==> src/rtl/ap_host_sequencer.sv <==
// Host-side job sequencer for the AP wrapper: loads CAM A/B operands, programs and
// triggers the AP, polls for completion, then streams CAM C results out.
module ap_host_sequencer #(
  parameter int  WORD_SIZE    = 8,
  parameter int  CELL_QUANT   = 128,
  parameter int  POLL_TIMEOUT = 4096,
  localparam int AW           = $clog2(CELL_QUANT * 6),
  localparam int CW           = $clog2(CELL_QUANT + 1)
) (
  input  logic                   clock,
  input  logic                   reset,
  input  logic                   start,
  input  logic [2:0]             job_cmd,
  input  logic                   job_dir,
  input  logic                   job_target,
  input  logic [CW-1:0]          job_count,
  output logic                   busy,
  output logic                   done,
  output logic                   timeout_err,
  input  logic                   in_valid,
  output logic                   in_ready,
  input  logic [2*WORD_SIZE-1:0] in_data,
  output logic                   out_valid,
  input  logic                   out_ready,
  output logic [WORD_SIZE-1:0]   out_data,
  output logic                   req_valid,
  output logic                   req_write,
  output logic [AW-1:0]          req_addr,
  output logic                   settings_write_en,
  output logic [AW-1:0]          settings_addr,
  output logic [31:0]            req_wdata,
  input  logic [31:0]            resp,
  output logic [3:0]             dbg_state
);

  localparam int PW = $clog2(POLL_TIMEOUT + 1);
  localparam logic [AW-1:0] B_BASE   = AW'(2 * CELL_QUANT);
  localparam logic [AW-1:0] C_BASE   = AW'(4 * CELL_QUANT);
  localparam logic [AW-1:0] SET_BASE = AW'(6 * CELL_QUANT);

  typedef enum logic [3:0] {
    IDLE, LOAD_A, LOAD_B, CFG_MODE, CFG_CTRL, POLL, CLR, DRAIN_RD, DRAIN_OUT, DONE
  } state_t;

  state_t                 state;
  logic [CW-1:0]          idx;
  logic [CW-1:0]          count_q;
  logic [WORD_SIZE-1:0]   b_q;
  logic [PW-1:0]          poll_cnt;
  logic [2:0]             cmd_q;
  logic                   dir_q;
  logic                   target_q;
  logic                   last_elem;
  logic                   unused_resp;

  assign last_elem   = (idx == count_q - CW'(1));
  assign dbg_state   = state;
  assign unused_resp = ^resp[31:WORD_SIZE];

  // Streams: a beat transfers on a cycle with valid && ready; a raised valid holds
  // its data stable until that transfer.
  always_ff @(posedge clock) begin
    if (reset) begin
      state       <= IDLE;
      idx         <= '0;
      count_q     <= '0;
      b_q         <= '0;
      poll_cnt    <= '0;
      cmd_q       <= '0;
      dir_q       <= 1'b0;
      target_q    <= 1'b0;
      busy        <= 1'b0;
      done        <= 1'b0;
      timeout_err <= 1'b0;
      out_valid   <= 1'b0;
      out_data    <= '0;
    end else begin
      unique case (state)
        IDLE: if (start) begin
          cmd_q       <= job_cmd;
          dir_q       <= job_dir;
          target_q    <= job_target;
          count_q     <= (job_count == '0) ? CW'(CELL_QUANT) : job_count;
          timeout_err <= 1'b0;
          busy        <= 1'b1;
          idx         <= '0;
          state       <= LOAD_A;
        end
        LOAD_A: if (in_valid) begin
          b_q   <= in_data[2*WORD_SIZE-1:WORD_SIZE];
          state <= LOAD_B;
        end
        LOAD_B: begin
          if (last_elem) begin
            idx   <= '0;
            state <= CFG_MODE;
          end else begin
            idx   <= idx + CW'(1);
            state <= LOAD_A;
          end
        end
        CFG_MODE: state <= CFG_CTRL;
        CFG_CTRL: begin
          poll_cnt <= '0;
          state    <= POLL;
        end
        POLL: begin
          if (resp[0]) begin
            state <= CLR;
          end else if (poll_cnt == PW'(POLL_TIMEOUT - 1)) begin
            timeout_err <= 1'b1;
            state       <= CLR;
          end else begin
            poll_cnt <= poll_cnt + PW'(1);
          end
        end
        // A timed-out job skips draining: CAM C contents are not meaningful.
        CLR: begin
          if (timeout_err) begin
            done  <= 1'b1;
            state <= DONE;
          end else begin
            state <= DRAIN_RD;
          end
        end
        DRAIN_RD: begin
          out_data  <= resp[WORD_SIZE-1:0];
          out_valid <= 1'b1;
          state     <= DRAIN_OUT;
        end
        DRAIN_OUT: if (out_ready) begin
          out_valid <= 1'b0;
          if (last_elem) begin
            done  <= 1'b1;
            state <= DONE;
          end else begin
            idx   <= idx + CW'(1);
            state <= DRAIN_RD;
          end
        end
        DONE: begin
          done  <= 1'b0;
          busy  <= 1'b0;
          state <= IDLE;
        end
        default: state <= IDLE;
      endcase
    end
  end

  // Request-side strobes are decoded from state; LOAD_A forwards the operand
  // in the same cycle as the input handshake.
  always_comb begin
    in_ready          = 1'b0;
    req_valid         = 1'b0;
    req_write         = 1'b0;
    req_addr          = '0;
    settings_write_en = 1'b0;
    settings_addr     = '0;
    req_wdata         = '0;
    unique case (state)
      LOAD_A: begin
        in_ready = 1'b1;
        if (in_valid) begin
          req_valid = 1'b1;
          req_write = 1'b1;
          req_addr  = AW'(idx);
          req_wdata = 32'(in_data[WORD_SIZE-1:0]);
        end
      end
      LOAD_B: begin
        req_valid = 1'b1;
        req_write = 1'b1;
        req_addr  = B_BASE + AW'(idx);
        req_wdata = 32'(b_q);
      end
      CFG_MODE: begin
        settings_write_en = 1'b1;
        settings_addr     = SET_BASE;
        req_wdata         = {16'd0, 7'd0, dir_q, 5'd0, cmd_q};
      end
      CFG_CTRL: begin
        settings_write_en = 1'b1;
        settings_addr     = SET_BASE + AW'(4);
        req_wdata         = {8'd1, 7'd0, target_q, 8'd1, 8'd0};
      end
      POLL: begin
        req_valid = 1'b1;
        req_addr  = SET_BASE + AW'(8);
      end
      CLR: begin
        settings_write_en = 1'b1;
        settings_addr     = SET_BASE + AW'(4);
      end
      DRAIN_RD: begin
        req_valid = 1'b1;
        req_addr  = C_BASE + AW'(idx);
      end
      default: ;
    endcase
  end

endmodule

==> config.mk <==
export PLATFORM = sky130hd
export DESIGN_NAME = ap_host_sequencer
export DESIGN_NICKNAME = d
export VERILOG_FILES = /design/src/rtl/ap_host_sequencer.sv
export SDC_FILE = /design/constraint.sdc
export NUM_CORES = 1
export LEC_CHECK = 0
export CAP_MARGIN = 20
export CELL_PAD_IN_SITES_DETAIL_PLACEMENT = 1
export CELL_PAD_IN_SITES_GLOBAL_PLACEMENT = 1
export CORE_MARGIN = 8
export CORE_UTILIZATION = 32
export CTS_BUF_LIST = sky130_fd_sc_hd__clkbuf_8
export CTS_CLUSTER_SIZE = 28
export DETAILED_ROUTE_END_ITERATION = 16
export GPL_ROUTABILITY_DRIVEN = 1
export PLACE_DENSITY_LB_ADDON = 0.25
export SYNTH_ARGS = -nofsm -noshare
export SYNTH_HDL_FRONTEND = slang
export SYNTH_SLANG_ARGS = --single-unit
==> constraint.sdc <==
create_clock -name clock -period 2.7 [get_ports clock]
set_input_delay 0.54 -clock clock [delete_from_list [all_inputs] [get_ports clock]]
set_output_delay 0.54 -clock clock [all_outputs]
set_load 0.1 [all_outputs]
### After elaboration in Yosys (flattened, before gate mapping)

Index checks and enable logic that the tools add are counted.

* bits in writable memories: 0
* register bits after elaboration: 58
* memories kept: 0
* latch bits: 0
* word-level logic and storage cells: 99
* memory bits (read-only): 0

* $lt $le $gt $ge: 0
* reduce and logical (&&, ||, !) cells: 20
* equality and inequality tests: 21
* shifts and indexed selects: 0
* muxes and demuxes: 40
* $mul: 0
* divide/modulo/power cells: 0
* bitwise logic cells: 0
* add/subtract/negate cells: 5

Operators with widths (count)
* 25-bit one-hot mux with 4 select lines: 1
* 8-bit two-way mux: 7
* 10-bit one-hot mux with 4 select lines: 1
* 4-bit one-hot mux with 9 select lines: 1
* 4-bit two-way mux: 7
* 13-bit two-way mux: 2
* 13-bit one-hot mux with 2 select lines: 1
* 8-bit one-hot mux with 3 select lines: 1
* 10-bit one-hot mux with 2 select lines: 1
* 2-bit inequality test (second input constant): 9
* 4-bit by 3-bit == test with 1-bit output (second input constant): 4
* 4-bit AND reduction: 4
* 13-bit by 1-bit adder with 13-bit output (second input constant): 1
* 13-bit by 12-bit == test with 1-bit output (second input constant): 1
* 1-bit two-way mux: 11
* 10-bit by 8-bit adder with 10-bit output (first input constant): 1
* 9-bit by 8-bit adder with 10-bit output (first input constant): 1
* 1-bit one-hot mux with 2 select lines: 5
* 8-bit by 1-bit adder with 8-bit output (second input constant): 1
* 4-bit by 2-bit == test with 1-bit output (second input constant): 2
* 4-bit == test (second input constant): 2
* 8-bit == test: 1
* 8-bit zero test: 1
* 2-bit AND reduction: 4
* other kinds (11): 16

### Depth between registers and ports, before layout

Gate-level depths: netlist (run 1).

* word-level depth: 5
* gate-level depth with buffers: 9

### Worst setup path before layout (run 1)

Ideal clock, no wire load.

* path kind: reg2out
* from: reg state[3], in the netlist dbg_state[3]
* to: out req_wdata[16]
* slack: -1.122 ns
* buffers on the path: 2
* arrival time: 3.282 ns
* cell stages (with the launch flop): 8
* cell sequence: dfxtp_1 -> buf_2 -> nor2_1 -> nand2_1 -> or2_2 -> clkbuf_1 -> inv_1 -> and2_1

* word-level cells in the longest chain between the ends: 2
* elaborated cells on any way between the ends: 5
* those cells by class: eq/ne: 4; mux: 1

Ends and longest elaborated chain
* from (decl): RTL line 45 `state_t state;`
* from (signal assigned): RTL line 64 `state <= IDLE;`
* from (signal assigned): RTL line 87 `state <= LOAD_A;`
* from (signal assigned): RTL line 91 `state <= LOAD_B;`
* 4-bit by 3-bit == test with 1-bit output, or another cell as far along: RTL line 161 `unique case (state)`
* 25-bit one-hot mux with 4 select lines (*): RTL line 161
* to (decl): RTL line 31 `output logic [31:0] req_wdata,`

Every way passes the cells marked *; elsewhere a longest branch is shown, timed or not.

### Worst setup path in the final report (run 1)

* from: reg state[2], in the netlist dbg_state[2]
* to: out req_wdata[1]

The elaborated chain is that of the path after synthesis.

==> summary.txt, run 1 <==
Drt
  • Detailed-route DRC error count: 0
  • Post-DRT Antenna Nets: 0
  • Via count: 3315
  • Met2 wire length: 5960 um
  • Top Metal Used: met4
  • Total Wirelength: between 10000 and 15000 um
  • Iter 0 DRT Violations: between 150 and 200
  • 1st-pass router iterations: 5
  • Met1 Routed Length: approximately 4700 um
  • Met3 wire length: about 430 um
  • Wire length per cell: 16.9 um
  • Drt via density: between 4 and 5

GRT
  • Grt total ovfl: 0
  • First-pass GRT wire length: around 18000 um
  • Vias in the first global route: about 3600
  • Total GRT Usage: between 10% and 20%
  • Largest net degree at the start of global routing: 25
  • Initial antenna violation count: 0

Placement
  • IO buf count: 85
  • Final HPWL from detailed placement: slightly below 9000 um
  • Placed Cells: 650
  • Routability Congestion: 0.797

Floorplanning
  • Starting Density: 33.1%
  • Die W: approximately 120 um
  • Std cell rows: 37
  • Core area: between 10000 and 15000 um^2
  • DIE HEIGHT: between 100 and 150 um
  • Full die area: ~14000 um^2
  • Ports: 138

Critical path
  • Worst EP required: 2.16 ns
  • Startpoint Class: flop
  • Setup CP Type: flop to output pin
  • Slowest stage delay, CP: approximately 0.56 ns
  • Crit path buf inv count: 2
  • R2R depth: 9
  • Critical path's top delay family: flip-flops
  • CP Depth: 5
  • Worst-path fanout max: 17
  • Reg2reg setup slack: 0.32 ns
  • Reg-to-Reg End: idx[5]
  • Worst Path Arrival: 2.04 ns
  • CP Cell Sequence: nor2_1 > and3_2 > a222oi_1 > inv_2 > buf_12
  • Worst reg2reg path startpoint: count_q[0]
  • Nature of the critical path endpoint: output pin
  • Worst path slowest cell: dfxtp_2

Synth
  • Top cells by area, synth: dfxtp_1 34%, nand2_1 8.6%, buf_4 6.6%
  • Share of flip-flops with an asynchronous set or reset: 0%
  • Distinct cells, synth: 59
  • FF+latch count, synth: 58
  • Post-synth EDFFs: 0
  • Synth Flop Type: dfxtp_1
  • Gate count after technology mapping: 435
  • Synth top area share: 34.0%
  • Synth Warn #: 0
  • Mapped Area: between 3000 and 4000 um^2
  • Sequential area share after synthesis: around a third
  • Mean area per synthesized cell: slightly below 8 um^2
  • Cell taking the most area after synthesis: dfxtp_1

Clock network
  • TritonCTS Buffers: 9
  • Clock sinks: between 50 and 60
  • CTS Hold Bufs: 0
  • Reg clk slew, reported paths: approximately 0.070 ns
  • Max clock buf depth: 2
  • Root Buffer: clkbuf_8
  • H-tree depth: 3
  • Post-cts gate resize count: 0
  • Post-CTS Setup Bufs: 0
  • Worst skew pair latency: about 0.33 ns
  • CTS tree: built

Timing
  • Final Hold Fails: 0
  • Fin. max-slew vios: 0
  • Final period util: roughly 96%
  • Hold WS: around 0.46 ns
  • Final Setup Violations: 0
  • Post-route minimum period: between 2 and 3 ns
  • Slew @ Worst Pin: ~0.57 ns
  • Unrepaired setup endpoints after global routing: no
  • Slew margin rel.: 62.2%
  • F_max: 388 MHz
  • Final Skew: slightly below 0.007 ns

Worst hold path
  • Hold path cells: 2
  • Worst hold path type: flop to flop
  • Worst Hold Path EP: b_q[4]
  • Hold wc startpoint: b_q[4]

Finish
  • Antenna cell count: 0
  • Final cell count without fillers: approximately 670
  • Nets@finish: between 500 and 600
  • Layout area overhead: 40.3%
  • Share of cells above drive strength 1: between 20% and 30%

Power
  • Peak supply drop: about 280 uV
  • Lkg Pwr: 0.00182 uW
  • Pwr dens: about 500 nW/um^2
  • Power consumption: ~2400 uW

Run status
  • Outcome: finished clean

Run
  • MaxCap Viol Count: 0
[worst min-delay path, cell delays in order (launching register included)]
cell,delay [ns]
dfxtp_1,0.31
nand2_1,0.05
a21oi_1,0.05
[per-stage QoR]
step / TNS, ns / setup slack, ns / util [%] / area (um^2)
floorplan: -0.271 / -0.0994 / - / 3580
CTS: 0 / 0.0408 / 46.4 / 4790
finish: 0 / 0.120 / 46.4 / 4790
global route: 0 / 0.0102 / 46.4 / 4790
detailed placement: -0.0291 / -0.0291 / 44.8 / 4620
global placement: -0.0309 / -0.0309 / 44.8 / 4620
[sequential cells by signal, summed over array words and instances (netlist names), 3 cells and up]
name       cells
poll_cnt      13
b_q            8
dbg_state      4
idx            8
out_data       8
cmd_q          3
count_q        8
[cell usage after synthesis (4+ instances only)]
master	n
or3_1	6
xor2_1	5
buf_4	30
a21oi_1	44
a211oi_1	7
and2_1	12
a22o_1	5
nand2b_1	6
and3_1	5
nor3_1	8
inv_1	12
nor2b_1	5
or4_1	4
nand2_1	78
o31ai_1	7
nand3b_1	4
nand3_1	10
or2_2	4
a211oi_2	7
xnor2_1	14
nand4_1	4
dfxtp_1	58
clkbuf_1	21
nor2_1	30
[worst max path at each step]
stage | start | to | slack [ns]
after floorplan | dbg_state[3] | req_wdata[16] | -0.1
after global placement | out_ready | idx[7] | -0.03
after detailed placement | out_ready | idx[7] | -0.03
after CTS | dbg_state[1] | req_wdata[1] | 0.04
after global routing | dbg_state[2] | req_addr[4] | 0.01
final | dbg_state[2] | req_wdata[1] | 0.12
[cell usage in the layout, fill, tap and decap left out, types with 14 or more instances in the layout]
| cell | count |
|---|---|
| nand2_1 | 78 |
| clkdlybuf4s50_1 | 40 |
| dfxtp_1 | 54 |
| a21oi_1 | 44 |
| nor2_1 | 28 |
| buf_4 | 41 |
| xnor2_1 | 14 |
| conb_1 | 28 |
| buf_12 | 25 |
[where the power goes]
| group | total (uW) | switching (uW) | internal [uW] |
|---|---|---|---|
| logic | 759 | 526 | 233 |
| registers | 928 | 44.6 | 883 |
| clock network | 686 | 343 | 343 |
| total | 2370 | 914 | 1460 |
[logic make-up after synthesis]
group / count (synthesis) / share of synthesized area, %
AO/OA/AOI/OAI: 101 / 21.7
XOR/XNOR: 19 / 4.87
adder cells (fa/ha/maj): 3 / 1.10
buffers and inverters: 67 / 11.0
flip-flops: 58 / 34.0
multiplexers: 2 / 0.586
other: 1 / 0.110
AND/OR/NAND/NOR: 184 / 26.6
[cell type report]
| type | instances | area [um^2] |
|---|---|---|
| fill | 1220 | 5530 |
| multi-input combinational | 337 | 2020 |
| timing repair buffer | 107 | 1210 |
| sequential | 58 | 1170 |
| tap | 136 | 170 |
| clock buffer | 10 | 138 |
| inverter | 12 | 52.6 |
| clock inverter | 6 | 26.3 |
[metal layers]
layer  global-route usage, %  vias to the layer above
met5                       0                        -
met4                    6.56                        0
met3                    3.54                       12
met2                    28.5                       55
met1                    17.5                     1609
li1                        -                     1639
Power figures use the tool's default switching activity.
==> run 2, diff against run 1 <==
--- a/config.mk
+++ b/config.mk
@@ -14,7 +14,8 @@
 export CTS_CLUSTER_SIZE = 28
 export DETAILED_ROUTE_END_ITERATION = 16
 export GPL_ROUTABILITY_DRIVEN = 1
-export PLACE_DENSITY_LB_ADDON = 0.25
+export PLACE_DENSITY_LB_ADDON = 0.1
+export SLEW_MARGIN = 5
 export SYNTH_ARGS = -nofsm -noshare
 export SYNTH_HDL_FRONTEND = slang
 export SYNTH_SLANG_ARGS = --single-unit
==> summary.txt, run 2 (synthesized netlist as in run 1, its figures left out) <==
GRT
  • Grt total ovfl: 0 (unchanged)
  • Vias in the first global route: 3497 (-4.1%)
  • Initial antenna violation count: 0 (unchanged)
  • Total GRT Usage: 15.2% (-0.55 points)
  • Largest net degree at the start of global routing: 22 (-12%)
  • First-pass GRT wire length: 17800 um (-3.6%)

Critical path
  • Reg-to-Reg End: idx[4]
  • Startpoint Class: input pin
  • Worst setup path end: req_wdata[3]
  • R2R depth: 9 (unchanged)
  • Worst EP required: 2.16 ns (about the same)
  • Worst Path Arrival: 2.07 ns (+0.03 ns)
  • Reg2reg setup slack: 0.34 ns (+0.02 ns)
  • Worst reg2reg path startpoint: count_q[0]
  • Crit path from: in_valid
  • Setup CP Type: input pin to output pin
  • Worst-path fanout max: 12 (-5)
  • Nature of the critical path endpoint: output pin

Power
  • Lkg Pwr: 0.00181 uW (-0.65%)
  • Power consumption: 2450 uW (+3.3%)
  • Pwr dens: 511 nW/um^2 (+3.3%)
  • Peak supply drop: 230 uV (-18%)

Timing
  • Post-route minimum period: 2.61 ns (+0.0335 ns)
  • Unrepaired setup endpoints after global routing: no
  • F_max: 383 MHz (-1.3%)
  • Fin. max-slew vios: 0 (unchanged)
  • Slew margin rel.: 61.5% (-0.63 points)
  • Final Skew: 0.00461 ns (-0.00215 ns)
  • Worst Slack Setup Final: 0.0869 ns (-0.0335 ns)
  • Final Hold Fails: 0 (unchanged)
  • Final Setup Violations: 0 (unchanged)
  • Slew @ Worst Pin: 0.563 ns (-0.00344 ns)
  • Fin Setup TNS: 0 ns (unchanged)
  • Final period util: 96.8% (+1.2 points)

Floorplanning
  • Die W: 119 um (unchanged)
  • Ports: 138 (unchanged)
  • Core area: 10300 um^2 (unchanged)
  • DIE HEIGHT: 119 um (unchanged)
  • Full die area: 14200 um^2 (unchanged)
  • Starting Density: 33.1% (unchanged)
  • Std cell rows: 37 (unchanged)

Clock network
  • Post-CTS Setup Bufs: 0 (unchanged)
  • Reg clk slew, reported paths: 0.07 ns (about the same)
  • Clock sinks: 58 (unchanged)
  • H-tree depth: 3 (unchanged)
  • CTS Hold Bufs: 0 (unchanged)
  • TritonCTS Buffers: 9 (unchanged)
  • Post-cts gate resize count: 0 (unchanged)
  • Root Buffer: clkbuf_8
  • Max clock buf depth: 2 (unchanged)
  • Worst skew pair latency: 0.33 ns (about the same)
  • CTS tree: built

Worst hold path
  • Worst hold path type: flop to flop
  • Hold path cells: 2 (unchanged)

Finish
  • Share of cells above drive strength 1: 23.2% (-0.72 points)
  • Final cell count without fillers: 661 (-0.75%)
  • Register Area: 1170 um^2 (-0.21%)
  • Area of the multi-input gates: 2020 um^2 (about the same)
  • Nets@finish: 590 (-0.67%)
  • Max reg flops: 13 (unchanged)
  • Most frequent cells in the layout: 78 x nand2_1, 54 x dfxtp_1, 44 x a21oi_1, 40 x clkdlybuf4s50_1, 36 x buf_4
  • Layout filler cell count: 1263 (+3.5%)
  • Commonest non-fill, non-tap cell in the layout: nand2_1
  • Layout area overhead: 40.3% (unchanged)
  • Largest register by flop count: poll_cnt
  • Antenna cell count: 0 (unchanged)

Drt
  • Drt via density: 5.05 (+1.4%)
  • Wire length per cell: 16.2 um (-4.5%)
  • Via count: 3335 (+0.60%)
  • Total Wirelength: 10700 um (-5.2%)
  • Iter 0 DRT Violations: 130 (-19%)
  • 1st-pass router iterations: 6 (+1)
  • Post-DRT Antenna Nets: 0 (unchanged)
  • Detailed-route DRC error count: 0 (unchanged)

Run status
  • Outcome: finished clean

Placement
  • Placed Cells: 646 (-0.62%)
  • Routability Congestion: 0.759 (-4.9%)
  • IO buf count: 85 (unchanged)
  • Place WS: -0.130 ns (-0.100 ns)
  • Final HPWL from detailed placement: 8370 um (-5.3%)

Run
  • MaxCap Viol Count: 0 (unchanged)
[run 2: changes by cell type in the layout (fill, tap and decap cells not counted), sizes merged]
cell / delta
inv: -1
buf: -4
bufinv: +1
clkinv: -1
[run 2: critical path, stage by stage]
cell and delay [ns]:
clkdlybuf4s50_1 0.53, and3_1 0.37, buf_4 0.25, a22o_2 0.19, buf_12 0.17
[run 2: per-stage QoR]
step	hold WS, ns	util, %	area, um^2
4_1_cts	0.457	46.4	4790
3_3_place_gp	0.443	44.6	4610
2_1_floorplan	0.436	-	3580
3_5_place_dp	0.447	44.6	4610
6_report	0.453	46.4	4790
5_1_grt	0.475	46.4	4790
[run 2: routing by layer]
layer | up-vias | track usage, % | share of wire (%)
met5 | - | 0 | 0
met4 | 0 | 5.39 | 1.5
met3 | 13 | 4.30 | 5.8
met2 | 74 | 27.0 | 50
met1 | 1616 | 17.1 | 42
li1 | 1632 | - | -
[run 2: layout make-up]
| cell class | instances | share of cell area, % |
|---|---|---|
| sequential | 58 | 24.4 |
| multi-input combinational | 337 | 42.1 |
| timing repair buffer | 103 | 25.0 |
| inverter | 12 | 1.10 |
| clock buffer | 10 | 2.87 |
| tap | 136 | 3.55 |
| clock inverter | 5 | 0.992 |
[run 2: worst min-delay path by stage]
stage / start / to / slack, ns
6_report: b_q[4] / b_q[4] / 0.45
3_5_place_dp: b_q[4] / b_q[4] / 0.45
3_3_place_gp: b_q[6] / b_q[6] / 0.44
2_1_floorplan: b_q[0] / b_q[0] / 0.44
5_1_grt: b_q[4] / b_q[4] / 0.48
4_1_cts: b_q[4] / b_q[4] / 0.46
[run 2: where the power goes]
group / internal, uW / switching [uW]
logic: 233 / 523
clock network: 436 / 331
registers: 884 / 43.9
total: 1550 / 898
==> run 3, diff against run 2 <==
--- a/config.mk
+++ b/config.mk
@@ -9,7 +9,7 @@
 export CELL_PAD_IN_SITES_DETAIL_PLACEMENT = 1
 export CELL_PAD_IN_SITES_GLOBAL_PLACEMENT = 1
 export CORE_MARGIN = 8
-export CORE_UTILIZATION = 32
+export CORE_UTILIZATION = 34
 export CTS_BUF_LIST = sky130_fd_sc_hd__clkbuf_8
 export CTS_CLUSTER_SIZE = 28
 export DETAILED_ROUTE_END_ITERATION = 16
==> constraint.sdc (replaced) <==
create_clock -name clock -period 3.3 [get_ports clock]
set_input_delay 0.66 -clock clock [delete_from_list [all_inputs] [get_ports clock]]
set_output_delay 0.66 -clock clock [all_outputs]
set_load 0.1 [all_outputs]
==> summary.txt, run 3 (synthesized netlist as in run 1, its figures left out) <==
Finish
  • Max reg flops: 13 (unchanged)
  • Largest register by flop count: poll_cnt
  • Share of cells above drive strength 1: 20.9% (-2.3 points)
  • Commonest non-fill, non-tap cell in the layout: nand2_1
  • Most frequent cells in the layout: 78 x nand2_1, 55 x dfxtp_1, 44 x a21oi_1, 40 x clkdlybuf4s50_1, 34 x buf_4
  • Nets@finish: 580 (-1.7%)
  • Layout area overhead: 35.5%
  • Post-route cell area: 4630 um^2 (-3.4%)
  • Antenna cell count: 0 (unchanged)

Timing
  • Final Setup Violations: 0 (unchanged)
  • Final Skew: 0.00532 ns (+0.000708 ns)
  • Fin. max-slew vios: 0 (unchanged)
  • Slew margin rel.: 32.3% (-29 points)
  • Unrepaired setup endpoints after global routing: no
  • Post-route minimum period: between 2 and 3 ns
  • F_max: approximately 340 MHz
  • Slew @ Worst Pin: 1.01 ns (+0.444 ns)
  • Worst Slack Setup Final: 0.333 ns (+0.246 ns)
  • Final period util: 89.9%
  • Final Hold Fails: 0 (unchanged)

Clock network
  • TritonCTS Buffers: 9 (unchanged)
  • H-tree depth: 3 (unchanged)
  • Post-cts gate resize count: 0 (unchanged)
  • Root Buffer: clkbuf_8
  • Worst skew pair latency: 0.34 ns (about the same)
  • CTS Hold Bufs: 0 (unchanged)
  • Reg clk slew, reported paths: 0.07 ns (about the same)
  • Max clock buf depth: 2 (unchanged)
  • Post-CTS Setup Bufs: 0 (unchanged)
  • CTS tree: built
  • Clock sinks: 58 (unchanged)

GRT
  • Initial antenna violation count: 0 (unchanged)
  • First-pass GRT wire length: 17500 um (-1.7%)
  • Grt total ovfl: 0 (unchanged)
  • GR Util met2: 28.8% (+1.8 points)
  • Total GRT Usage: 16.3% (+1.1 points)
  • Grt met3 use: 3.93% (-0.37 points)
  • Largest net degree at the start of global routing: 29 (+32%)
  • Busiest grt layer: met2
  • Vias in the first global route: 3400 (-2.8%)
  • M1 GR Usage: 18.9% (+1.9 points)

Worst hold path
  • Worst Hold Path EP: b_q[1]
  • Hold path cells: 2 (unchanged)
  • Worst hold path type: flop to flop
  • Hold wc startpoint: b_q[1]

Run
  • MaxCap Viol Count: 0 (unchanged)

Critical path
  • Critical path's top delay family: buffers and inverters
  • R2R depth: 8 (-1)
  • Worst path slowest cell: clkdlybuf4s50_1
  • Reg2reg setup slack: 0.68 ns (+0.34 ns)
  • Worst EP required: 2.64 ns (+0.48 ns)
  • Worst reg2reg path startpoint: poll_cnt[0]
  • Crit path buf inv count: 2 (-1)
  • Reg-to-Reg End: poll_cnt[10]
  • Startpoint Class: input pin
  • Worst Path Arrival: 2.31 ns (+0.24 ns)
  • Nature of the critical path endpoint: output pin
  • Setup CP Type: input pin to output pin
  • CP Cell Sequence: clkdlybuf4s50_1 > nand2_1 > nand2_1 > a21oi_1 > nor2_1 > and2_2 > buf_12
  • Slowest stage delay, CP: 0.63 ns (+0.10 ns)
  • Worst-path fanout max: 7 (-5)
  • Critical Path Most Common Cell: nand2_1

Floorplanning
  • Die W: 116 um (-2.6%)
  • DIE HEIGHT: 116 um (-2.6%)
  • Full die area: 13500 um^2 (-5.1%)
  • Core area: 9770 um^2 (-5.3%)
  • Ports: 138 (unchanged)
  • Std cell rows: 36 (-2.7%)
  • Starting Density: 34.9% (+1.9 points)

Placement
  • Place WS: 0.342 ns (+0.471 ns)
  • Final HPWL from detailed placement: 8170 um (-2.4%)
  • IO buf count: 85 (unchanged)
  • Cell area after placement: 4410 um^2 (-4.3%)
  • Routability Congestion: 0.803 (+5.8%)

Run status
  • Outcome: finished clean

Drt
  • Total Wirelength: 10800 um (+1.5%)
  • Wire length per cell: 16.7 um (+3.3%)
  • Iter 0 DRT Violations: 153 (+18%)
  • Drt via density: 5.07 (+0.44%)
  • Detailed-route DRC error count: 0 (unchanged)
  • Post-DRT Antenna Nets: 0 (unchanged)
  • Via count: 3289 (-1.4%)
  • 1st-pass router iterations: 4 (-2)

Power
  • Peak supply drop: 182 uV (-21%)
  • Lkg Pwr: 0.00176 uW (-2.5%)
  • Pwr dens: 450 nW/um^2 (-12%)
-- run 3: worst max path at each step --
stage	cells after the start	to	slack (ns)	startpoint
2_1_floorplan	7	req_wdata[16]	-0.19	dbg_state[3]
5_1_grt	6	req_addr[6]	0.19	dbg_state[1]
3_3_place_gp	5	req_wdata[7]	0.33	in_valid
6_report	7	req_addr[4]	0.33	in_valid
3_5_place_dp	5	req_wdata[7]	0.34	in_valid
4_1_cts	6	req_addr[6]	0.32	dbg_state[1]
-- run 3: power by group --
part	total, uW	leakage [uW]	internal (uW)	switching, uW
clock	734	0.000113	440	294
combinational	590	0.00117	164	425
sequential	759	0.000472	723	35.4
-- run 3: area by class of cell --
| class | instances | area [um^2] |
|---|---|---|
| fill | 1201 | 5150 |
| multi-input combinational | 337 | 2010 |
| sequential | 58 | 1160 |
| timing repair buffer | 93 | 1020 |
| tap | 133 | 166 |
| clock buffer | 10 | 138 |
| clock inverter | 6 | 81.3 |
| inverter | 12 | 48.8 |
-- run 3: per-layer routing --
| metal | routed length [um] | up-vias | share of wire [%] |
|---|---|---|---|
| li1 | - | 1610 | - |
| met1 | 4680 | 1598 | 43 |
| met2 | 5480 | 70 | 51 |
| met3 | 549 | 11 | 5.1 |
| met4 | 141 | 0 | 1.3 |
| met5 | 0 | - | 0 |
-- run 3: per-stage QoR --
step,std cells,hold slack (ns),setup TNS [ns],util [%],total power [uW]
3_3_place_gp,633,0.440,0,45.1,1350
5_1_grt,649,0.487,0,47.3,2170
2_1_floorplan,462,0.432,-0.185,-,1230
3_5_place_dp,633,0.452,0,45.1,1360
4_1_cts,649,0.463,0,47.3,2110
6_report,649,0.460,0,47.3,2080
-- run 3: worst reg2reg max path, stage by stage (launching register included) --
cell and delay, ns:
dfxtp_1 0.37, ha_1 0.18, and2_1 0.18, nand4_1 0.25, o31ai_1 0.92, buf_4 0.27, a211oi_1 0.09, xnor2_1 0.17
nor2_1 0.06
